===== src/rtl/eth_key_extract.sv =====
// IPv4 TCP/UDP tuple extractor on the MAC RX stream; in_valid one cycle after a qualifying tlast, no backpressure (every beat consumed).
// Single 802.1Q tag support when ETH_KEY_EXTRACT_VLAN_EN is defined.
module eth_key_extract #(
  parameter int KEY_SIZE = 96
) (
  input  logic                clk156,
  input  logic                eth_rst,
  input  logic                s_axis_rx_tvalid,
  input  logic [63:0]         s_axis_rx_tdata,
  input  logic [7:0]          s_axis_rx_tkeep,
  input  logic                s_axis_rx_tlast,
  input  logic                s_axis_rx_tuser,
  output logic [KEY_SIZE-1:0] in_key,
  output logic [3:0]          in_flag,
  output logic                in_valid,
  output logic [31:0]         stat_rx_frames,
  output logic [31:0]         stat_key_frames
);

`ifdef ETH_KEY_EXTRACT_VLAN_EN
  localparam int HDR_BEATS = 6;
`else
  localparam int HDR_BEATS = 5;
`endif
  localparam int HDR_BYTES = HDR_BEATS * 8;

  typedef enum logic [1:0] {SYNC, IDLE, HDR, WAIT_LAST} state_t;

  state_t                  state_q, state_d;
  logic [15:0]             off_q, off_d;
  logic [HDR_BYTES*8-1:0]  hdr_q, hw;
  logic [HDR_BYTES-1:0]    kv_q, kv_w;
  logic                    vld_q, vld_d;
  logic [KEY_SIZE-1:0]     key_q, key_d, key_w;
  logic [3:0]              flag_q, flag_d;
  logic [31:0]             rx_q, rx_d, kf_q, kf_d;

  logic [12:0]             beat_idx, last_beat;
  logic                    wr_en;
  int unsigned             sh;
  logic [15:0]             ethtype, frag;
  logic [7:0]              ver_ihl, proto;
  logic                    is_tcp, is_udp, qual, keys_ok, fire;

  function automatic logic [7:0] hb(input logic [HDR_BYTES*8-1:0] v, input int unsigned i);
    return v[8*i +: 8];
  endfunction

  assign beat_idx = off_q[15:3];
  assign wr_en    = s_axis_rx_tvalid && (state_q == IDLE || state_q == HDR);

  // Header view including the beat being accepted this cycle, so a frame
  // ending on its key-completing beat can still be judged at tlast.
  always_comb begin
    hw   = hdr_q;
    kv_w = (state_q == IDLE) ? '0 : kv_q;
    for (int b = 0; b < HDR_BEATS; b++) begin
      if (wr_en && beat_idx == 13'(b)) begin
        hw[64*b +: 64] = s_axis_rx_tdata;
        kv_w[8*b +: 8] = s_axis_rx_tkeep;
      end
    end
  end

  always_comb begin
    sh = 0;
`ifdef ETH_KEY_EXTRACT_VLAN_EN
    if ({hb(hw, 12), hb(hw, 13)} == 16'h8100) sh = 4;
`endif
    ethtype   = {hb(hw, 12 + sh), hb(hw, 13 + sh)};
    ver_ihl   = hb(hw, 14 + sh);
    frag      = {hb(hw, 20 + sh), hb(hw, 21 + sh)};
    proto     = hb(hw, 23 + sh);
    is_tcp    = (proto == 8'd6);
    is_udp    = (proto == 8'd17);
    // DF (0x4000) is allowed; MF or any fragment offset disqualifies.
    qual      = (ethtype == 16'h0800) && (ver_ihl == 8'h45) &&
                ((frag & 16'hBFFF) == 16'h0000) && (is_tcp || is_udp);
    keys_ok   = &kv_w[12 + sh +: 26];
    last_beat = (sh == 0) ? 13'd4 : 13'd5;
    key_w     = '0;
    for (int k = 0; k < 12; k++) begin
      key_w[KEY_SIZE-1-8*k -: 8] = hb(hw, 26 + sh + k);
    end
  end

  assign fire = s_axis_rx_tvalid && s_axis_rx_tlast && s_axis_rx_tuser &&
                (state_q == HDR || state_q == WAIT_LAST) && qual && keys_ok;

  always_comb begin
    state_d = state_q;
    off_d   = off_q;
    vld_d   = 1'b0;
    key_d   = key_q;
    flag_d  = flag_q;
    rx_d    = rx_q;
    kf_d    = kf_q;
    if (s_axis_rx_tvalid) begin
      off_d = s_axis_rx_tlast ? 16'd0 : off_q + 16'd8;
      unique case (state_q)
        SYNC:      if (s_axis_rx_tlast) state_d = IDLE;
        IDLE:      if (!s_axis_rx_tlast) state_d = HDR;
        HDR: begin
          if (s_axis_rx_tlast)             state_d = IDLE;
          else if (beat_idx == last_beat)  state_d = WAIT_LAST;
        end
        WAIT_LAST: if (s_axis_rx_tlast) state_d = IDLE;
        default:   state_d = SYNC;
      endcase
      if (s_axis_rx_tlast && state_q != SYNC) rx_d = rx_q + 32'd1;
      if (fire) begin
        vld_d  = 1'b1;
        key_d  = key_w;
        flag_d = is_tcp ? 4'b0001 : 4'b0010;
        kf_d   = kf_q + 32'd1;
      end
    end
  end

  always_ff @(posedge clk156) begin
    if (eth_rst) begin
      state_q <= SYNC;
      off_q   <= '0;
      kv_q    <= '0;
      vld_q   <= 1'b0;
      key_q   <= '0;
      flag_q  <= '0;
      rx_q    <= '0;
      kf_q    <= '0;
    end else begin
      state_q <= state_d;
      off_q   <= off_d;
      kv_q    <= kv_w;
      vld_q   <= vld_d;
      key_q   <= key_d;
      flag_q  <= flag_d;
      rx_q    <= rx_d;
      kf_q    <= kf_d;
    end
  end

  always_ff @(posedge clk156) begin
    hdr_q <= hw;
  end

  assign in_valid        = vld_q;
  assign in_key          = key_q;
  assign in_flag         = flag_q;
  assign stat_rx_frames  = rx_q;
  assign stat_key_frames = kf_q;

endmodule


===== config.mk =====
export PLATFORM = sky130hd
export DESIGN_NAME = eth_key_extract
export DESIGN_NICKNAME = d
export VERILOG_FILES = /design/src/rtl/eth_key_extract.sv
export SDC_FILE = /design/constraint.sdc
export NUM_CORES = 1
export LEC_CHECK = 0
export CORE_MARGIN = 3
export CORE_UTILIZATION = 35
export DETAILED_ROUTE_END_ITERATION = 6
export PLACE_DENSITY = 0.69
export SLEW_MARGIN = 20
export SYNTH_ARGS = -nofsm -noshare
export SYNTH_HDL_FRONTEND = slang
export SYNTH_SLANG_ARGS = --single-unit

===== constraint.sdc =====
create_clock -name clk156 -period 5.5 [get_ports clk156]
set_input_delay 1.375 -clock clk156 [delete_from_list [all_inputs] [get_ports clk156]]
set_output_delay 1.375 -clock clk156 [all_outputs]
set_load 0.005 [all_outputs]

# ---- Word-level counts from Yosys, hierarchy flattened
# Index checks and enable logic that the tools add are counted.
dict set report op_classes {
  addsub 3
  eq_ne 14
  mux 17
  bitwise_logic 1
  reduce_logical 26
}
# operator n
set ops {}
lappend ops {{2-to-1 mux 64 bit} 2}
lappend ops {{adder 32 x 1 -> 32 bit, second input constant} 2}
lappend ops {{2-to-1 mux 56 bit} 1}
lappend ops {{2-to-1 mux 48 bit} 1}
lappend ops {{2-to-1 mux 38 bit} 1}
lappend ops {{equality test 13 x 2 -> 1 bit, second input constant} 2}
lappend ops {{AND reduction 26 bit} 1}
lappend ops {{2-to-1 mux 8 bit} 3}
lappend ops {{adder 16 x 4 -> 16 bit, second input constant} 1}
lappend ops {{equality test 16 x 12 -> 1 bit, second input constant} 1}
lappend ops {{logical NOT 16 bit} 1}
lappend ops {{2-to-1 mux 16 bit} 1}
lappend ops {{logical AND 1 bit} 14}
lappend ops {{equality test 13 x 1 -> 1 bit, second input constant} 1}
lappend ops {{equality test 13 x 3 -> 1 bit, second input constant} 1}
lappend ops {{2-to-1 mux 2 bit} 5}
lappend ops {{equality test 8 x 3 -> 1 bit, second input constant} 1}
lappend ops {{equality test 8 x 5 -> 1 bit, second input constant} 1}
lappend ops {{equality test 8 x 7 -> 1 bit, second input constant} 1}
lappend ops {{2-to-1 mux 6 bit} 1}
lappend ops {{case mux 2 bit (3 select lines)} 1}
lappend ops {{equality test 2 bit, second input constant} 2}
lappend ops {{AND reduction 2 bit} 2}
lappend ops {{AND reduction 4 bit} 1}
lappend ops {{other kinds (10)} 13}
dict set report totals {
  register_bits 441
  out_inout_bits 165
  elab_cells 73
}

# ---- Longest topological paths before layout
dict set report logic_depth {
  depth_word 12
  depth_mapped 14
}

# ---- Worst setup path before layout
# Ideal clock, no wire load.
dict set report synth_timing {
  path_kind {input to register}
  from {in s_axis_rx_tvalid}
  to {reg kf_q[15], in the netlist stat_key_frames[15]}
  setup_ns 0.132
  arrival_ns 3.493
  required_time_ns 5.368
  slack_ns 1.875
  cell_stages 11
  path_buffers 4
  path_cell_list {nor4bb_1 > buf_2 > nand4_4 > or4_1 > a211oi_2 > nand3_1 > buf_2 > buf_2 > clkbuf_1 > o21ai_0 > a21oi_1}
}
dict set report synth_via {
  elab_chain_len 10
  word_cells_on_any_way 27
}
# element line
set synth_lines {}
lappend synth_lines {{start: declaration} 8} ;# input logic s_axis_rx_tvalid,
lappend synth_lines {{logical AND 1 bit} 50} ;# assign wr_en = s_axis_rx_tvalid && (state_q == IDLE || state_q == HDR);
lappend synth_lines {{logical AND 1 bit} 58} ;# if (wr_en && beat_idx == 13'(b)) begin
lappend synth_lines {{2-to-1 mux 56 bit} 58}
lappend synth_lines {{equality test 16 x 12 -> 1 bit / equality test 8 x 7 -> 1 bit (equally long branches)} 77} ;# qual = (ethtype == 16'h0800) && (ver_ihl == 8'h45) &&
lappend synth_lines {{logical AND 1 bit (2 in series)} 77}
lappend synth_lines {{logical AND 1 bit} 78} ;# ((frag & 16'hBFFF) == 16'h0000) && (is_tcp || is_udp);
lappend synth_lines {{logical AND 1 bit (2 in series)} 88} ;# (state_q == HDR || state_q == WAIT_LAST) && qual && keys_ok;
lappend synth_lines {{AND reduction 2 bit (no line) (*)} -}
lappend synth_lines {{end signal: assignment} 138} ;# kf_q <= kf_d;
lappend synth_lines {{end: declaration} 36} ;# logic [31:0] rx_q, rx_d, kf_q, kf_d;
# Every way passes the cells marked *; elsewhere a longest branch is shown, timed or not.
# A chain may end at the register's enable or synchronous reset.

# ---- Worst setup path after layout
dict set report layout_timing {
  from {in s_axis_rx_tdata[32]}
  to {reg kf_q[8], in the netlist stat_key_frames[8]}
}
dict set report layout_via {
  elab_chain_len 8
  word_cells_on_any_way 10
}
# element line
set layout_lines {}
lappend layout_lines {{start: declaration} 9} ;# input logic [63:0] s_axis_rx_tdata,
lappend layout_lines {{2-to-1 mux 56 bit} 58}
lappend layout_lines {{equality test 16 x 12 -> 1 bit} 77}
lappend layout_lines {{logical AND 1 bit} 77}
lappend layout_lines {{logical AND 1 bit (*)} 77}
lappend layout_lines {{logical AND 1 bit (*)} 78}
lappend layout_lines {{logical AND 1 bit (*) (2 in series)} 88}
lappend layout_lines {{AND reduction 2 bit (no line) (*)} -}
# Marked as above.

==> flow_summary.yaml <==
power:
  clkPwrFrac_pct: 44.4
  cellInternalPower_mw: 4.35
  proportion_of_power_drawn_by_combinational_gates_pct: 6.6
  power.leakage_nw: 6.47
  power.sequential.fraction_pct: 49.0
  netSwitchingPower_mw: 1.28
  switching_share_pct: 22.7
  ir_worst_vdd_mv: 0.175
  power_per_cell_area_nw_per_um2: 325
clocking:
  tritoncts: "done"
  tritoncts.num_buffers: 39
  clk_pin_slew_ps: 60
  clock_latency_ps: 530
  root_driver: "clkbuf_16"
  cts.sinks: 347
  postCtsResizedCells: 0
  clockBufferDepth: 3
  cts_htree_levels: 2
  post-cts-setup-buffers: 0
  post_cts_hold_fix_bufs: 0
finish:
  num_antenna_cells: 0
  layout_cells_sized_above_1_pct: 6.46
  fillCellCount: 3662
  areaGrowthSynthToFinish_pct: 30.8
  stdcell_count: 2361
  final_nets: 1918
logic_synthesis:
  synth_enable_flop_cells: 0
  synth_seq_cells: 347
  ys_types: 45
  yosys-top-cells-count: "nand2_1 (611), dfxtp_1 (347), a21oi_1 (162)"
  synth_fa_ha_area_share_pct: 1.04
  synth_largest_area_cell: "dfxtp_1"
  ys_top_cells_by_area: "dfxtp_1 (52%), nand2_1 (17%), a21oi_1 (6.1%)"
  yosys_warnings: 0
  synth_ff_type: "dfxtp_1"
  syn_avg_cell_area_um2: 8.15
  syn-instance-count: 1625
  synth_seq_area_share_pct: 52.5
  synth-simple-area-share_pct: 29.6
  synth_top_family_by_area: "simple AND/OR/NAND/NOR gates"
  share_of_cell_area_taken_by_muxes_after_synthesis_pct: 2.66
  area_share_of_the_largest_cell_type_after_synthesis_pct: 52.5
  netlist_area_um2: 13200
  ys_async_rst_share_pct: 0
  synth-compound-area-share_pct: 8.47
  synth_most_common_cell: "nand2_1"
  synth_xor_area_share_pct: 2.38
worst_setup_path:
  setup.worst_path.start_class: "input pin"
  worstSetupEndpointType: "flop"
  cp_max_fo: 43
  timing.reg2reg.setup_slack_ps: 1650
  arrival_ps: 4960
  cp_data_required_time_ps: 5940
  worst_setup_path_category: "in -> reg"
sta:
  timing.slew.headroom_pct: 28.4
  final.period_utilization_pct: 82.2
  finalSetupTns_ps: 0
  period_needed_ps: 4520
  fin_worst_skew_ps: 20.2
  hold_viol_final: 0
  setup-violations-final: 0
  timing.fmax_ghz: 0.221
  worst_slew_pin_slew_ps: 1070
  maxSlewViolCount: 0
  setup_repair_after_global_routing_missed_its_margin: "no"
drt:
  route.vias.total: 11685
  avgRoutedWirePerCell_um: 16.1
  via_density: 4.95
  antenna_left: 0
  detailedRoute.firstPassIterationCount: 4
  post-route-drc-count: 0
  drt-total-wl_um: 38000
  detail_route.iter0.violations: 624
floorplanning:
  fp.dieArea_um2: 40200
  starting_utilization_of_the_core_area_pct: 35.8
  io_pins: 242
  die_h_um: 200
  fp.dieW_um: 200
  core_area_um2: 37000
  placement_rows: 70
job:
  drv.max_cap_violation_count: 0
placed_design:
  gp_routability_congestion: 0.831
  dp_hpwl_um: 25800
  buffer_ports.inserted: 239
  placed_cells_incl_taps: 2293
global_routing:
  overflow_left_after_global_routing: 0
  antenna_found_initial: 2
  pin_count_of_the_biggest_net_entering_global_routing: 84
  vias_in_the_first_global_route: 11115
  grt_first_pass_wirelength_um: 60500
  grtUsageTotal_pct: 18.0
hold_path:
  worstHoldPathType: "reg -> reg"
run_status:
  status: "complete, no violations"
## metal layers
metal	part of all wire (%)	wire (um)	track usage (%)
met2	44	16700	28.4
met3	6.7	2540	4.91
met5	0.034	13	0
met1	47	18000	24.7
met4	1.9	739	4.22
## cells in the final DEF, fill, tap and decap left out, types with 8 or more instances in the layout
master           netlist  routed
mux2_2                25      25
clkdlybuf4s50_1        0     238
clkbuf_16              0      39
xor2_1                27      27
dfxtp_1              347     347
and3_1                19      16
o31ai_1               13      13
nand3_1               38      35
nor2_1                66      66
buf_4                  2      21
nand2_1              611     611
or3_1                 25      25
nand4_1               25      25
a21oi_1              162     162
or4_1                 16      16
ha_1                  11      11
nand3b_1              21      21
nor4_1                11      11
o21ai_0               26      26
nor4b_1                8       8
inv_1                  9       9
xnor2_1                9       9
clkbuf_8               0       9
clkbuf_1              71      10
## stage by stage
step	hold slack [ps]	power (mW)	setup WS [ps]	utilization (%)	cell area (um^2)
floorplan	406	3.02	1880	-	13200
global placement	419	3.16	560	43.5	16100
detailed placement	426	3.19	508	43.5	16100
CTS	438	5.70	1030	46.9	17300
global route	448	5.86	854	46.9	17300
finish	435	5.63	977	46.9	17300
## cell type report
cell class | count | area, um^2 | share of cell area, %
sequential | 347 | 6950 | 40.1
timing repair buffer | 262 | 2590 | 15.0
clock inverter | 10 | 96.3 | 0.556
multi-input combinational | 1171 | 5880 | 34.0
tap | 504 | 631 | 3.64
inverter | 9 | 33.8 | 0.195
clock buffer | 58 | 1140 | 6.57
## logic make-up (layout without fill, tap and decap cells)
| kind of cell | Yosys count | in the layout |
|---|---|---|
| AND/OR/NAND/NOR | 880 | 880 |
| flip-flops | 347 | 347 |
| AO/OA/AOI/OAI | 210 | 210 |
| buffers and inverters | 108 | 339 |
| XOR/XNOR | 36 | 36 |
| multiplexers | 32 | 32 |
| adder cells (fa/ha/maj) | 11 | 11 |
| other | 1 | 2 |
## final timing paths
path                                         startpoint                               to  depth (start not counted)
worst max-delay path                s_axis_rx_tdata[32]  stat_key_frames[8]$_SDFFE_PP0P_                          9
worst min-delay path                 hdr_q[289]$_DFF_P_               hdr_q[289]$_DFF_P_                          2
worst min register to register       hdr_q[289]$_DFF_P_               hdr_q[289]$_DFF_P_                          2
worst max register to register  state_q[0]$_SDFFE_PP0P_  stat_key_frames[8]$_SDFFE_PP0P_                         11
## state kept, by name, summed over array words and instances, names as in the netlist
register and count:
state_q 2, kv_q 26, stat_rx_frames 32, off_q 13, in_valid 1, in_key 96
in_flag 2, hdr_q 143, stat_key_frames 32
## power groups by stage
stage | sequential [mW] | combinational (mW) | clock [mW]
final | 2.76 | 0.374 | 2.50
after global routing | 2.78 | 0.412 | 2.67
after CTS | 2.76 | 0.375 | 2.56
after detailed placement | 2.81 | 0.373 | 0
after global placement | 2.80 | 0.362 | 0
after floorplan | 2.79 | 0.229 | 0
## critical path, stage by stage
cell and delay, ps:
clkdlybuf4s50_1 630, nor4_1 370, nand4_1 270, or4_1 560, a211oi_2 340, nand3_4 470, buf_4 410, or3_1 360
a21oi_1 150
(Power assumes the default switching activity.)
